===== src/rtl/line_fetch_memory.sv =====
// rtl/line_fetch_memory.sv - read-only line memory with configurable fetch latency
// Optional last-line buffer enabled by defining IMEM_LINE_BUFFER_EN.
module line_fetch_memory #(
    parameter int ADDR_W      = 32,
    parameter int LINE_BYTES  = 16,
    parameter int DEPTH_BYTES = 1024,
    parameter int LATENCY     = 4
) (
    input  logic                    clk,
    input  logic                    rst,
    input  logic                    req_valid,
    input  logic [ADDR_W-1:0]       req_addr,
    output logic                    busy,
    output logic                    resp_valid,
    output logic [ADDR_W-1:0]       resp_addr,
    output logic [8*LINE_BYTES-1:0] data_line
);

    localparam int         OFF_W     = $clog2(LINE_BYTES);
    localparam logic [3:0] RELOAD    = 4'(LATENCY - 1);
    localparam logic [7:0] BASE_MASK = (DEPTH_BYTES >= 256) ? 8'hFF : 8'(DEPTH_BYTES - 1);

    typedef enum logic [1:0] {IDLE, WAIT, RESP} state_t;

    state_t                  state, state_next;
    logic [3:0]              cnt, cnt_next;
    logic [ADDR_W-1:0]       line_addr, line_next, req_line;
    logic                    load, load_from_req, buf_hit;
    logic [7:0]              base;
    logic [8*LINE_BYTES-1:0] rom_line;
    logic                    unused_offset;

    assign req_line      = {req_addr[ADDR_W-1:OFF_W], {OFF_W{1'b0}}};
    assign unused_offset = ^req_addr[OFF_W-1:0];

`ifdef IMEM_LINE_BUFFER_EN
    logic buf_valid;

    always_ff @(posedge clk or posedge rst) begin
        if (rst)
            buf_valid <= 1'b0;
        else if (load)
            buf_valid <= 1'b1;
    end

    // resp_addr/data_line already hold the buffered line, so a hit needs no reload
    assign buf_hit = buf_valid && (req_line == resp_addr);
`else
    assign buf_hit = 1'b0;
`endif

    // Program image: byte i holds i mod 256, so only the low index byte matters
    assign base = (load_from_req ? req_line[7:0] : line_addr[7:0]) & BASE_MASK;

    always_comb begin
        rom_line = '0;
        for (int k = 0; k < LINE_BYTES; k++)
            rom_line[8*k +: 8] = base + 8'(k);
    end

    always_comb begin
        state_next    = state;
        cnt_next      = cnt;
        line_next     = line_addr;
        load          = 1'b0;
        load_from_req = 1'b0;
        case (state)
            IDLE, RESP: begin
                state_next = IDLE;
                if (req_valid) begin
                    line_next = req_line;
                    if (buf_hit) begin
                        state_next = RESP;
                    end else if (LATENCY == 1) begin
                        state_next    = RESP;
                        load          = 1'b1;
                        load_from_req = 1'b1;
                        cnt_next      = 4'd0;
                    end else begin
                        state_next = WAIT;
                        cnt_next   = RELOAD;
                    end
                end
            end
            WAIT: begin
                if (req_valid && (req_line != line_addr)) begin
                    line_next = req_line;
                    cnt_next  = RELOAD;
                end else if (cnt <= 4'd1) begin
                    state_next = RESP;
                    load       = 1'b1;
                    cnt_next   = 4'd0;
                end else begin
                    cnt_next = cnt - 4'd1;
                end
            end
            default: state_next = IDLE;
        endcase
    end

    always_ff @(posedge clk or posedge rst) begin
        if (rst) begin
            state     <= IDLE;
            cnt       <= 4'd0;
            line_addr <= '0;
            resp_addr <= '0;
            data_line <= '0;
        end else begin
            state     <= state_next;
            cnt       <= cnt_next;
            line_addr <= line_next;
            if (load) begin
                resp_addr <= load_from_req ? req_line : line_addr;
                data_line <= rom_line;
            end
        end
    end

    assign busy       = (state == WAIT);
    assign resp_valid = (state == RESP);

endmodule


===== config.mk =====
export PLATFORM = sky130hd
export DESIGN_NAME = line_fetch_memory
export DESIGN_NICKNAME = d
export VERILOG_FILES = /design/src/rtl/line_fetch_memory.sv
export SDC_FILE = /design/constraint.sdc
export NUM_CORES = 1
export LEC_CHECK = 0
export CAP_MARGIN = 20
export CORE_UTILIZATION = 40
export DETAILED_ROUTE_END_ITERATION = 8
export GPL_TIMING_DRIVEN = 0
export PLACE_DENSITY_LB_ADDON = 0.25
export SYNTH_ARGS = -nofsm -noshare
export SYNTH_HDL_FRONTEND = slang
export SYNTH_SLANG_ARGS = --single-unit

===== constraint.sdc =====
create_clock -name clk -period 3.6 [get_ports clk]
set_input_delay 0.9 -clock clk [delete_from_list [all_inputs] [get_ports clk]]
set_output_delay 0.9 -clock clk [all_outputs]
set_load 0.005 [all_outputs]

==> metrics.log <==
INFO  metric global_route.usage.met2 = 28.98%
INFO  metric worstSetupStartpointType = flip-flop
INFO  metric filler_cell_count = 786
INFO  metric ant_nets = 0
INFO  metric min-delay-path-class = flip-flop to flip-flop
INFO  metric fp.coreArea = 9371 µm²
INFO  metric reg2reg_depth = 8
INFO  metric buffer_ports.inserted = 156
INFO  metric estimated_wirelength_of_the_detail_placed_design = 6.471 mm
INFO  metric capture_point_of_the_worst_reg_to_reg_path = resp_addr[26]$_DFFE_PP0P_
INFO  metric layout_worst_path_cycle_share = 79.72%
INFO  metric global_route.overflow_total = 0
INFO  metric detail_route.vias_per_cell = 4.072
INFO  metric root_buffer = sky130_fd_sc_hd__clkbuf_8
INFO  metric clk_pin_slew_worst_paths = 0.07 ns
INFO  metric synth_top_area_share = 40.28%
INFO  metric syn_warnings = 0
INFO  metric setup_failing_eps_final = 0
INFO  metric setup_slack = 0.7300 ns
INFO  metric worstSetupEndpoint = data_line[106]
INFO  metric post-synth-top-count-cell = sky130_fd_sc_hd__buf_4
INFO  metric powerDensity = 805.1 nW/µm²
INFO  metric wire_length_per_cell_after_detailed_routing = 12.74 µm
INFO  metric final-seq-area = 1577 µm²
INFO  metric grt_first_pass_wirelength = 13.03 mm
INFO  metric share_of_cells_above_drive_strength_1 = 39.33%
INFO  metric synth_seq_cells = 63
INFO  metric criticalPathCategory = flip-flop to output port
INFO  metric num_cts_buffers = 9
INFO  metric layout_min_cycle_time = 2.870 ns
INFO  metric total_power = 4.819 mW
INFO  metric vias_in_the_first_global_route = 2,586
INFO  metric clkLatencyLatePin = 0.33 ns
INFO  metric design.die.area = 10,180 µm²
INFO  metric groute.layer.met3.usage = 4.300%
INFO  metric cap_viol_max_count = 0
INFO  metric grt_start_max_net_pins = 41
INFO  metric async_reset_ff_share = 100.0%
INFO  metric irDropWorstVdd = 0.4658 mV
INFO  metric dr.first_iter.drc_count = 95
INFO  metric diodes = 0
INFO  metric cts_resized = 0
INFO  metric max_clock_freq = 348.4 MHz
INFO  metric total_of_hold_buffers_inserted_after_clock_tree_synthesis = 0
INFO  metric synth.cells.most_frequent = sky130_fd_sc_hd__buf_4 (131), sky130_fd_sc_hd__dfrtp_1 (63), sky130_fd_sc_hd__mux2_4 (28), sky130_fd_sc_hd__xor2_1 (28), sky130_fd_sc_hd__mux2_2 (25)
INFO  metric worst_hold_slack = 0.5058 ns
INFO  metric die_height = 100.9 µm
INFO  metric fin_skew = 0.01047 ns
INFO  metric route.vias.total = 2,720
INFO  metric max_slew_violations = 0
INFO  metric ys_top_cells_by_area = sky130_fd_sc_hd__dfrtp_1 (40%), sky130_fd_sc_hd__buf_4 (25%), sky130_fd_sc_hd__mux2_4 (11%)
INFO  metric detail_route.wirelength = 8.512 mm
INFO  metric synthToLayoutAreaGrowth = 52.94%
INFO  metric status = complete, no violations
INFO  metric tritoncts = yes
INFO  metric sequential_share_of_the_synthesized_area = 40.28%
INFO  metric die_x = 100.9 µm
INFO  metric synth.distinct_cells = 31
INFO  metric clock_sinks = 63
INFO  metric design.portCount = 197
INFO  metric globalRouteTotalUtil = 16.54%
INFO  metric power.leakage = 2.825 nW
INFO  metric endpoint_kind = output port
INFO  metric post-cts-setup-buffer-count = 0
INFO  metric multi_input_area = 1395 µm²
INFO  metric layout_nets = 572
INFO  metric post-route-drc-count = 0
INFO  metric gr-max-usage-layer = met2
INFO  metric regToRegSetupSlack = 1.33 ns
INFO  metric netlist_area = 3914 µm²
INFO  metric place_congestion = 0.7069
INFO  metric clockBufferDepth = 2
INFO  metric cp_max_fo = 33
INFO  metric drt_pass1_iterations = 4
INFO  metric post-place-ws = 0.4016 ns
INFO  metric rr_startpoint = cnt[0]$_DFFE_PP0P_
INFO  metric grt_setup_unrepaired = false
INFO  metric avgSynthCellArea = 11.79 µm²
INFO  metric critPathArrivalTime = 1.97 ns
INFO  metric yosys.area.top_type = sky130_fd_sc_hd__dfrtp_1
INFO  metric grt_antenna_before_repair = 0
INFO  metric worst-slew-pin-transition = 0.8718 ns
INFO  metric rows = 35
INFO  metric h-tree-depth = 3
INFO  metric slew-limit-headroom = 41.88%
INFO  metric use_met1 = 19.51%
INFO  metric finalHoldViolations = 0
INFO  metric required = 2.70 ns
INFO  metric syn-instance-count = 332
INFO  metric synth_enable_flop_cells = 0
INFO  metric critPathLaunch = data_line[123]$_DFFE_PP0P_
INFO  metric postSynth.topFlopCell = sky130_fd_sc_hd__dfrtp_1
INFO  metric floorplan.initialDensity = 41.76%
[area by class of cell]
| class | count | area share (%) |
|---|---|---|
| Buffer | 137 | 17.56 |
| Clock buffer | 12 | 2.592 |
| Clock inverter | 3 | 0.7107 |
| Inverter | 6 | 0.3763 |
| Multi-Input combinational cell | 161 | 23.31 |
| Sequential cell | 63 | 26.34 |
| Tap cell | 129 | 2.696 |
| Timing Repair Buffer | 157 | 26.42 |
[logic make-up after synthesis]
group	share of synthesized area (%)
buf+inv	27.43
flops	40.28
mux	18.80
xor+xnor	6.490
simple gates	4.092
compound gates	2.174
fa+ha+maj	0.6393
other cells	0.09582
[cells in the final DEF, fill, tap and decap left out, types with 5 or more instances in the layout]
cell | netlist | layout
sky130_fd_sc_hd__mux2_4 | 28 | 28
sky130_fd_sc_hd__conb_1 | 1 | 36
sky130_fd_sc_hd__mux2_2 | 25 | 25
sky130_fd_sc_hd__buf_4 | 131 | 131
sky130_fd_sc_hd__buf_6 | 6 | 6
sky130_fd_sc_hd__clkdlybuf4s50_1 | 0 | 156
sky130_fd_sc_hd__nor4_1 | 5 | 5
sky130_fd_sc_hd__inv_1 | 6 | 5
sky130_fd_sc_hd__clkbuf_8 | 0 | 11
sky130_fd_sc_hd__xor2_1 | 28 | 28
sky130_fd_sc_hd__dfrtp_1 | 63 | 63
[per-layer routing]
| layer | vias to the layer above | share of wire [%] | wire, µm |
|---|---|---|---|
| li1 | 1341 | - | - |
| met1 | 1253 | 40 | 3402 |
| met2 | 117 | 51 | 4357 |
| met3 | 9 | 7.8 | 665 |
| met4 | 0 | 1.0 | 87 |
| met5 | - | 0 | 0 |
[worst min path at each step]
| stage | from | endpoint | slack [ns] | depth (start not counted) |
|---|---|---|---|---|
| final | resp_addr[19]$_DFFE_PP0P_ | resp_addr[19]$_DFFE_PP0P_ | 0.51 | 1 |
| after CTS | resp_addr[19]$_DFFE_PP0P_ | resp_addr[19]$_DFFE_PP0P_ | 0.51 | 1 |
| after detailed placement | resp_addr[11]$_DFFE_PP0P_ | resp_addr[11]$_DFFE_PP0P_ | 0.49 | 1 |
| after global placement | resp_addr[19]$_DFFE_PP0P_ | resp_addr[19]$_DFFE_PP0P_ | 0.47 | 1 |
| after floorplan | resp_addr[10]$_DFFE_PP0P_ | resp_addr[10]$_DFFE_PP0P_ | 0.48 | 1 |
| after global routing | resp_addr[19]$_DFFE_PP0P_ | resp_addr[19]$_DFFE_PP0P_ | 0.52 | 1 |
[state kept, by name (all words and copies together) (netlist names)]
register / flops
cnt: 4
state: 2
data_line: 1
line_addr: 28
resp_addr: 28
[power by group]
part	internal, mW	switching (mW)
logic	2.16	0.773
clock network	0.353	0.262
registers	0.964	0.308
total	3.48	1.34
[stage by stage]
stage	util [%]	instance area, µm²	std cells	TNS [ns]
detailed placement	61.76	5788	653	0
finish	63.87	5986	668	0
floorplan	-	4045	367	0
global route	63.87	5986	668	0
global placement	61.55	5768	652	-2.751
CTS	63.87	5986	668	0
[worst max-delay path, cell delays in order (launching register included)]
cell	delay (ns)
sky130_fd_sc_hd__dfrtp_1	0.92
sky130_fd_sc_hd__buf_4	0.22
sky130_fd_sc_hd__clkdlybuf4s50_1	0.50
(Power assumes the default switching activity.)
